### config.mk
export PLATFORM = sky130hd
export DESIGN_NAME = game_move_engine
export DESIGN_NICKNAME = d
export VERILOG_FILES = /design/src/rtl/game_move_engine.sv
export SDC_FILE = /design/constraint.sdc
export NUM_CORES = 1
export LEC_CHECK = 0
export ABC_AREA = 0
export CAP_MARGIN = 20
export CORE_MARGIN = 3
export CORE_UTILIZATION = 40
export DETAILED_ROUTE_END_ITERATION = 10
export GPL_TIMING_DRIVEN = 1
export HOLD_SLACK_MARGIN = 0.15
export PLACE_DENSITY = 0.7
export SYNTH_ARGS = -nofsm -noshare
export SYNTH_HDL_FRONTEND = slang
export SYNTH_SLANG_ARGS = --single-unit
export TNS_END_PERCENT = 30
### constraint.sdc
create_clock -name clk -period 7.84 [get_ports clk]
set_input_delay 1.568 -clock clk [delete_from_list [all_inputs] [get_ports clk]]
set_output_delay 1.568 -clock clk [all_outputs]
set_load 0.03 [all_outputs]
### src/rtl/game_move_engine.sv
// -----------------------------------------------------------------------------
// game_move_engine
//
// Sokoban move engine. It accepts one direction command, takes a snapshot of the
// current game state, and resolves the move as a walk, a push or a blocked move.
// It then presents the next state to the game state register with a one-cycle
// load enable.
//
// State layout (N = 134):
//   [133:128]  player position {row[2:0], col[2:0]}
//   [2i+1:2i]  cell i = row*8 + col
// Cell codes: 00 floor, 01 wall, 10 box, 11 reserved (behaves as a wall).
//
// Ports:
//   clk        rising-edge clock
//   r_n        asynchronous active-low reset
//   cmd_valid  direction command valid
//   cmd_dir    00 up, 01 down, 10 left, 11 right
//   cmd_ready  high only while idle
//   cur_state  game state register q (sampled only when a command is accepted)
//   st_d       next game state (game state register d)
//   st_en      one-cycle load enable (game state register en)
//   move_done  one-cycle pulse when a command is resolved
//   move_ok    qualified by move_done: state changed
//   pushed     qualified by move_done: a box was pushed
//   step_clr   synchronous clear of the step counter (and of win)
//   steps      saturating count of successful moves
//   goal_mask  goal cells, bit i = cell i
//   win        every goal cell holds a box
//
// Optional feature: define WIN_DETECT_EN to build the registered win detector.
// Without it, win is tied low and goal_mask is ignored. Both ports are kept so
// that integration does not depend on the build.
// -----------------------------------------------------------------------------
module game_move_engine #(
    parameter int N      = 134,
    parameter int STEP_W = 16
) (
    input  logic              clk,
    input  logic              r_n,
    input  logic              cmd_valid,
    input  logic [1:0]        cmd_dir,
    output logic              cmd_ready,
    input  logic [N-1:0]      cur_state,
    output logic [N-1:0]      st_d,
    output logic              st_en,
    output logic              move_done,
    output logic              move_ok,
    output logic              pushed,
    input  logic              step_clr,
    output logic [STEP_W-1:0] steps,
    input  logic [63:0]       goal_mask,
    output logic              win
);

    localparam logic [1:0] C_FLOOR = 2'b00;
    localparam logic [1:0] C_BOX   = 2'b10;

    typedef enum logic [1:0] {
        S_IDLE   = 2'd0,
        S_CHECK  = 2'd1,
        S_COMMIT = 2'd2
    } state_t;

    state_t state_q, state_n;

    logic [1:0]   dir_p0;
    logic [N-1:0] snap_p0;
    logic         ok_p1;
    logic         push_p1;

    logic [N-1:0] res_state;
    logic         res_ok;
    logic         res_push;

    function automatic logic [STEP_W-1:0] sat_inc(input logic [STEP_W-1:0] v);
        if (&v) return v;
        return v + {{(STEP_W-1){1'b0}}, 1'b1};
    endfunction

    // ---- FSM state register ----
    always_ff @(posedge clk or negedge r_n) begin
        if (!r_n) state_q <= S_IDLE;
        else      state_q <= state_n;
    end

    // ---- FSM next state and control outputs ----
    always_comb begin
        state_n   = state_q;
        cmd_ready = 1'b0;
        move_done = 1'b0;
        st_en     = 1'b0;
        move_ok   = 1'b0;
        pushed    = 1'b0;
        case (state_q)
            S_IDLE: begin
                cmd_ready = 1'b1;
                if (cmd_valid) state_n = S_CHECK;
            end
            S_CHECK: state_n = S_COMMIT;
            S_COMMIT: begin
                move_done = 1'b1;
                st_en     = ok_p1;
                move_ok   = ok_p1;
                pushed    = push_p1;
                state_n   = S_IDLE;
            end
            default: state_n = S_IDLE;
        endcase
    end

    // ---- stage p0 -> p1: resolve the latched command against the snapshot ----
    always_comb begin
        logic [5:0] pos, t_idx, b_idx;
        logic [2:0] row, col;
        logic       t_in, b_in;
        logic [1:0] t_cell, b_cell;

        pos   = snap_p0[N-1 -: 6];
        row   = pos[5:3];
        col   = pos[2:0];
        t_in  = 1'b0;
        b_in  = 1'b0;
        t_idx = pos;
        b_idx = pos;
        // Bounds come from row/col so that index arithmetic never wraps onto
        // the next row or around the grid.
        case (dir_p0)
            2'b00: begin t_in = (row != 3'd0); b_in = (row >= 3'd2); t_idx = pos - 6'd8; b_idx = pos - 6'd16; end
            2'b01: begin t_in = (row != 3'd7); b_in = (row <= 3'd5); t_idx = pos + 6'd8; b_idx = pos + 6'd16; end
            2'b10: begin t_in = (col != 3'd0); b_in = (col >= 3'd2); t_idx = pos - 6'd1; b_idx = pos - 6'd2;  end
            default: begin t_in = (col != 3'd7); b_in = (col <= 3'd5); t_idx = pos + 6'd1; b_idx = pos + 6'd2; end
        endcase
        t_cell = snap_p0[{1'b0, t_idx, 1'b0} +: 2];
        b_cell = snap_p0[{1'b0, b_idx, 1'b0} +: 2];

        // Blocked moves hand back the snapshot unchanged.
        res_state = snap_p0;
        res_ok    = 1'b0;
        res_push  = 1'b0;
        if (t_in) begin
            if (t_cell == C_FLOOR) begin
                res_ok               = 1'b1;
                res_state[N-1 -: 6]  = t_idx;
            end else if (t_cell == C_BOX && b_in && b_cell == C_FLOOR) begin
                res_ok                                = 1'b1;
                res_push                              = 1'b1;
                res_state[N-1 -: 6]                   = t_idx;
                res_state[{1'b0, t_idx, 1'b0} +: 2]   = C_FLOOR;
                res_state[{1'b0, b_idx, 1'b0} +: 2]   = C_BOX;
            end
        end
    end

    // ---- stage p0 capture at accept, stage p1 result capture in CHECK ----
    always_ff @(posedge clk or negedge r_n) begin
        if (!r_n) begin
            dir_p0  <= 2'b00;
            snap_p0 <= '0;
            st_d    <= '0;
            ok_p1   <= 1'b0;
            push_p1 <= 1'b0;
        end else begin
            if (state_q == S_IDLE && cmd_valid) begin
                dir_p0  <= cmd_dir;
                snap_p0 <= cur_state;
            end
            if (state_q == S_CHECK) begin
                st_d    <= res_state;
                ok_p1   <= res_ok;
                push_p1 <= res_push;
            end
        end
    end

    // ---- step counter: clear has priority over the commit increment ----
    always_ff @(posedge clk or negedge r_n) begin
        if (!r_n)                           steps <= '0;
        else if (step_clr)                  steps <= '0;
        else if (state_q == S_COMMIT && ok_p1) steps <= sat_inc(steps);
    end

`ifdef WIN_DETECT_EN
    function automatic logic win_eval(input logic [63:0] mask, input logic [N-1:0] s);
        logic all_box;
        all_box = 1'b1;
        for (int i = 0; i < 64; i++) begin
            if (mask[i] && s[2*i +: 2] != C_BOX) all_box = 1'b0;
        end
        return (mask != 64'd0) && all_box;
    endfunction

    // Evaluated on st_d while it holds the state being committed, so win
    // reflects that state from the cycle after COMMIT.
    always_ff @(posedge clk or negedge r_n) begin
        if (!r_n)                              win <= 1'b0;
        else if (step_clr)                     win <= 1'b0;
        else if (state_q == S_COMMIT && ok_p1) win <= win_eval(goal_mask, st_d);
    end
`else
    logic unused_goal;
    assign unused_goal = ^goal_mask;
    assign win         = 1'b0;
`endif

endmodule

# [Yosys cells after proc, flatten, opt, wreduce, memory -nomap -nowiden]
# Index checks and enable logic that the tools add are counted.
[word_totals] reg_bits=290 word_cells=77 rom_bits=0 ram_bits=0 n_memories=0 output_inout_bits=156 input_bits=204 latch_bits=0
[op_classes] n_shift=6 multipliers=0 div_mod_pow=0 addsub=11 reduce_logical=13 n_eq_ne=9 order_cmp=4 n_mux=27 bitwise=0
[ops] operator="$bwmux W134" count=2
[ops] operator="$mux W134" count=2
[ops] operator="$shift A2 B10 Y134 const A" count=2
[ops] operator="$shiftx A134 B8 Y2" count=2
[ops] operator="$shiftx A2 B10 Y134 const A" count=2
[ops] operator="$mux W128" count=1
[ops] operator="$mux W16" count=3
[ops] operator="$pmux W6 S3" count=2
[ops] operator="$neg A7 Y10" count=2
[ops] operator="$add A16 B1 Y16 const B" count=1
[ops] operator="$reduce_and A16 Y1" count=1
[ops] operator="$mux W1" count=12
[ops] operator="$ne A3 B3 Y1 const B" count=3
[ops] operator="$logic_not A2 Y1" count=4
[ops] operator="$add A6 B1 Y6 const B" count=1
[ops] operator="$add A6 B2 Y6 const B" count=1
[ops] operator="$add A6 B4 Y6 const B" count=1
[ops] operator="$add A6 B5 Y6 const B" count=1
[ops] operator="$eq A2 B2 Y1 const B" count=3
[ops] operator="$ge A3 B2 Y1 const B" count=2
[ops] operator="$le A3 B3 Y1 const B" count=2
[ops] operator="$mux W6" count=1
[ops] operator="$pmux W1 S3" count=2
[ops] operator="$reduce_bool A3 Y1" count=2
[ops] operator="11 further kinds" count=15

# [Longest topological paths before layout]
[logic_depth] ltp_word=9 ltp_mapped=20 depth_no_buf=13

# [Worst setup path before layout]
# No wires, ideal clock.
[synth_timing] kind="register to register" start="reg dir_p0[1]" end="reg st_d[40]" t_arrival_ns=4.361 required_time_ns=7.718 setup_slack_ns=3.357 period_less_slack_ns=4.483 setup_time_ns=0.122 path_buffers=6 path_stages_with_launch=19 cell_sequence="dfrtp_1 > buf_4 > buf_4 > buf_4 > clkbuf_1 > nor2b_1 > fa_1 > nor2b_1 > a311oi_1 > o21ai_0 > a2111o_1 > o32ai_1 > a211o_1 > buf_4 > nor4b_4 > nand2_2 > buf_6 > or3_1 > a32o_1"
[synth_via] elab_chain_len=9 elab_cells_between_ends=25 cone_classes="add/sub (2); eq/ne (3); shift (6); mux (9); reduce/logical (5)"
[synth_rtl] item="from (decl)" line="67" text="logic [1:0] dir_p0;"
[synth_rtl] item="from (signal assigned)" line="165" text="dir_p0 <= cmd_dir;"
[synth_rtl] item="$eq A2 B2 Y1, or another cell as far along" line="128" text="case (dir_p0)"
[synth_rtl] item="$pmux W6 S3" line="128"
[synth_rtl] item="$shiftx A134 B8 Y2 / $neg A7 Y10 (equally long branches)" line="134, 149"
[synth_rtl] item="$eq A2 B2 Y1, or another cell as far along" line="145" text="end else if (t_cell == C_BOX && b_in && b_cell == C_FLOOR) begin"
[synth_rtl] item="$logic_and A1 B1 Y1 / $bwmux W134 (equally long branches)" line="145, 149"
[synth_rtl] item="$logic_and A1 B1 Y1 / $bwmux W134 (equally long branches)" line="145, 150"
[synth_rtl] item="$mux W134" line="145"
[synth_rtl] item="$mux W128" line="142" text="if (t_cell == C_FLOOR) begin"
[synth_rtl] item="$mux W134 *" line="141" text="if (t_in) begin"
[synth_rtl] item="to (signal assigned)" line="169" text="st_d <= res_state;"
[synth_rtl] item="to (decl)" line="45" text="output logic [N-1:0] st_d,"
# Every way passes the cells marked *; elsewhere a longest branch is shown, timed or not.
# A chain may end at the register's enable or synchronous reset.

# [Final worst setup path]
[layout_timing] start="reg snap_p0[128]" end="reg st_d[106]"
[layout_via] elab_chain_len=9 elab_cells_between_ends=34 cone_classes="add/sub (10); order compare (2); eq/ne (2); shift (6); mux (9); reduce/logical (5)"
[layout_rtl] item="from (decl)" line="68" text="logic [N-1:0] snap_p0;"
[layout_rtl] item="from (signal assigned)" line="166" text="snap_p0 <= cur_state;"
[layout_rtl] item="$add A6 B1 Y6, or another cell as far along" line="132" text="default: begin t_in = (col != 3'd7); b_in = (col <= 3'd5); t_idx = pos + 6'd1; b_idx = pos + 6'd2; end"
[layout_rtl] item="$pmux W6 S3" line="128"
[layout_rtl] item="$shiftx A134 B8 Y2 / $neg A7 Y10 (equally long branches)" line="134, 149"
[layout_rtl] item="$eq A2 B2 Y1, or another cell as far along" line="145"
[layout_rtl] item="$logic_and A1 B1 Y1 / $bwmux W134 (equally long branches)" line="145, 149"
[layout_rtl] item="$logic_and A1 B1 Y1 / $bwmux W134 (equally long branches)" line="145, 150"
[layout_rtl] item="$mux W134" line="145"
[layout_rtl] item="$mux W128" line="142"
[layout_rtl] item="$mux W134 *" line="141"
# Marked as above.

==> flow_metrics.env <==
export IMPL_antenna_found_initial=2
export IMPL_synthMuxAreaShare_pct=17.3
export IMPL_preCtsSetupSlack_ns=1.98
export IMPL_finalSetupViolCount=0
export IMPL_insertion_delay_ns=0.59
export IMPL_port_buffers=294
export IMPL_p_leak_nw=8.26
export IMPL_relSlewSlack_pct=22.4
export IMPL_cts_hold_buffers=0
export IMPL_cts_setup_buffers=0
export IMPL_hold_viol_final=0
export IMPL_place_congestion=1.03
export IMPL_crit_slowest_cell="dfrtp_4"
export IMPL_clockPowerShare_pct=16.4
export IMPL_final_util_pct=50.9
export IMPL_synthXorXnorAreaFrac_pct=1.42
export IMPL_fmax_ghz=0.166
export IMPL_synth_top_area_share_pct=42.2
export IMPL_switchingPower_w=0.00465
export IMPL_worstMarginPinSlew_ns=1.16
export IMPL_fin_tns_setup_ns=0
export IMPL_swShare_pct=49.7
export IMPL_synth_largest_area_cell="dfrtp_1"
export IMPL_combPwrFrac_pct=54.4
export IMPL_wl_mm=74.7
export IMPL_synth_edf_count=0
export IMPL_cts_tree="done"
export IMPL_synthArstFlopShare_pct=100
export IMPL_critPathBufInv=3
export IMPL_power_share_sequential_pct=29.1
export IMPL_clkSinkCount=290
export IMPL_cp_cell_sequence="ha_2 -> buf_4 -> mux2_2 -> o22ai_1 -> a221oi_1 -> o211a_1 -> o32ai_1 -> a211o_1 -> buf_4 -> nor4b_4 -> nand2_2 -> buf_4 -> o311ai_0 -> o21ai_1"
export IMPL_layout_drive_gt1_share_pct=14.6
export IMPL_syn_avg_cell_area_um2=10.2
export IMPL_whs_ns=0.476
export IMPL_cts_buffers=31
export IMPL_start_util_pct=40.8
export IMPL_synth_simple_area_share_pct=15.2
export IMPL_period_share_pct=77.1
export IMPL_crit_type="flip-flop to flip-flop"
export IMPL_grt_ovfl_total=0
export IMPL_area_delta_synth_final_pct=24.8
export IMPL_worstPathMaxFanout=46
export IMPL_synth_fa_ha_area_share_pct=1.13
export IMPL_die_area_mm2=0.0456
export IMPL_ir_worst_vdd_mv=0.207
export IMPL_avgRoutedWirePerCell_um=30.3
export IMPL_synth_most_common_cell="dfrtp_1"
export IMPL_clock_path_buffers=3
export IMPL_track_usage_pct=31.9
export IMPL_power_density_mw_per_mm2=436
export IMPL_ys_flop_type="dfrtp_1"
export IMPL_violations="DRC"
export IMPL_cts_root_buffer="clkbuf_16"
export IMPL_hold_class="flip-flop to flip-flop"
export IMPL_critPathLaunchType="flip-flop"
export IMPL_rows=75
export IMPL_yosysSeqAreaShare_pct=42.2
export IMPL_synthTopCellsByArea="dfrtp_1 42%, mux2_2 9.3%, mux2i_1 4.3%, mux4_2 3.7%, nand2_1 3.1%"
export IMPL_coreArea_mm2=0.0422
export IMPL_path_delay_family="compound AO/OA/AOI/OAI gates"
export IMPL_path_common_cell="buf_4"
export IMPL_pin_count=360
export IMPL_cts_resized=0
export IMPL_initialDrtViolationCount=2174
export IMPL_grt_pass1_vias=15500
export IMPL_die_y_um=213
export IMPL_grt_pass1_wl_mm=107
export IMPL_cp_end_kind="flip-flop"
export IMPL_synth_seq_cells=290
export IMPL_fin_worst_skew_ns=0.0179
export IMPL_status="finished with violations"
export IMPL_fin_ws_ns=1.80
export IMPL_grt_max_degree=154
export IMPL_drv_slew=0
export IMPL_ys_types=83
export IMPL_vias=16300
export IMPL_synthCells=1693
export IMPL_nNetsFinal=2121
export IMPL_synth_top_family_by_area="compound AO/OA/AOI/OAI gates"
export IMPL_rsz0062_at_grt="no"
export IMPL_syn_area_mm2=0.0172
export IMPL_arrival_ns=6.47
export IMPL_fillCellCount=3824
export IMPL_r2r_slack_ns=1.80
export IMPL_ant_nets=0
export IMPL_yosysWarnings=0
export IMPL_drc=1
export IMPL_dr_pass1_iters=11
export IMPL_max_cap_violations=0
export IMPL_die_w_um=213
export IMPL_cell_internal_pwr_w=0.00472
export IMPL_cts_max_level=1
export IMPL_vias_per_cell=6.63
export IMPL_syn_nets=1912
export IMPL_synth_compound_area_share_pct=18.6
export IMPL_dp_hpwl_mm=55.0
export IMPL_critPathRequiredTime_ns=8.27
export IMPL_timing_final_crit_period_ns=6.04
export IMPL_clk_pin_slew_ns=0.06
export IMPL_yosys_top_cells_count="290 x dfrtp_1, 142 x mux2_2, 140 x nand2_1"
export IMPL_crit_path_max_incr_delay_ns=0.87
==> power by group through the flow <==
stage	Sequential, W	Clock (W)	Combinational, W
2_1_floorplan	0.00291	0	0.00263
3_3_place_gp	0.00269	0	0.00488
3_5_place_dp	0.00271	0	0.00491
4_1_cts	0.00268	0.00156	0.00494
5_1_grt	0.00275	0.00162	0.00531
6_report	0.00273	0.00154	0.00510
==> cells in the final DEF (no fill, tap or decap), drive strengths merged, types with 28 or more instances in the layout <==
cell type        n
o22ai           28
clkdlybuf4s50  293
nor2           108
o21ai           51
a21oi           40
nand3           41
and2            37
clkbuf          42
mux4            28
o31ai           41
nand2          141
mux2           142
a31oi           53
o311ai          35
buf             32
nand4           39
nor3            63
dfrtp          290
mux2i           74
or3             32
==> worst register-to-register path, delay by kind of cell, from the launching register on <==
kind,cells,cell delay (ns)
compound gates,7,1.90
simple gates,2,0.81
fa+ha+maj,1,0.64
flops,1,0.87
mux,1,0.42
buf+inv,3,1.24
==> routing by layer <==
metal | part of all wire (%) | up-vias | GRT usage, %
met5 | 0.013 | - | 0
met4 | 4.3 | 2 | 12.1
met3 | 13 | 209 | 9.28
met2 | 42 | 1115 | 45.4
met1 | 41 | 8070 | 46.0
li1 | - | 6939 | -
==> stage by stage <==
| stage | power (W) | instances | instance area (um2) |
|---|---|---|---|
| 2_1_floorplan | 0.00554 | 1693 | 17200 |
| 3_3_place_gp | 0.00757 | 2406 | 20400 |
| 3_5_place_dp | 0.00762 | 2406 | 20400 |
| 4_1_cts | 0.00917 | 2460 | 21500 |
| 5_1_grt | 0.00967 | 2462 | 21500 |
| 6_report | 0.00937 | 2464 | 21500 |
==> sequential cells by signal, summed over array words and instances, names as in the netlist <==
register  flops
push_p1       1
steps        16
dir_p0        2
st_d        134
state_q       2
ok_p1         1
snap_p0     134
==> cells by family after synthesis <==
family,Yosys count
AND/OR/NAND/NOR,528
AO/OA/AOI/OAI,429
buffers and inverters,159
multiplexers,244
XOR/XNOR,27
flip-flops,290
other,1
adder cells (fa/ha/maj),15
==> final timing paths <==
kind,startpoint,endpoint,cells after the start
max in group asynchronous,r_n,snap_p0[128],2
setup / recovery,snap_p0[128],st_d[106],14
hold reg to reg,st_d[98],st_d[98],2
hold / removal,st_d[98],st_d[98],2
min in group asynchronous,r_n,st_d[31],1
setup reg to reg,snap_p0[128],st_d[106],14
==> final cells by class <==
cell class	count	area (um2)	area share [%]
Antenna cell	2	5.00	0.0233
Clock buffer	42	887	4.13
Clock inverter	12	163	0.757
Inverter	10	40.0	0.186
Multi-Input combinational cell	1244	9250	43.1
Sequential cell	290	7260	33.8
Tap cell	539	674	3.14
Timing Repair Buffer	325	3210	14.9
No activity file was read; power rests on OpenSTA's default activity.
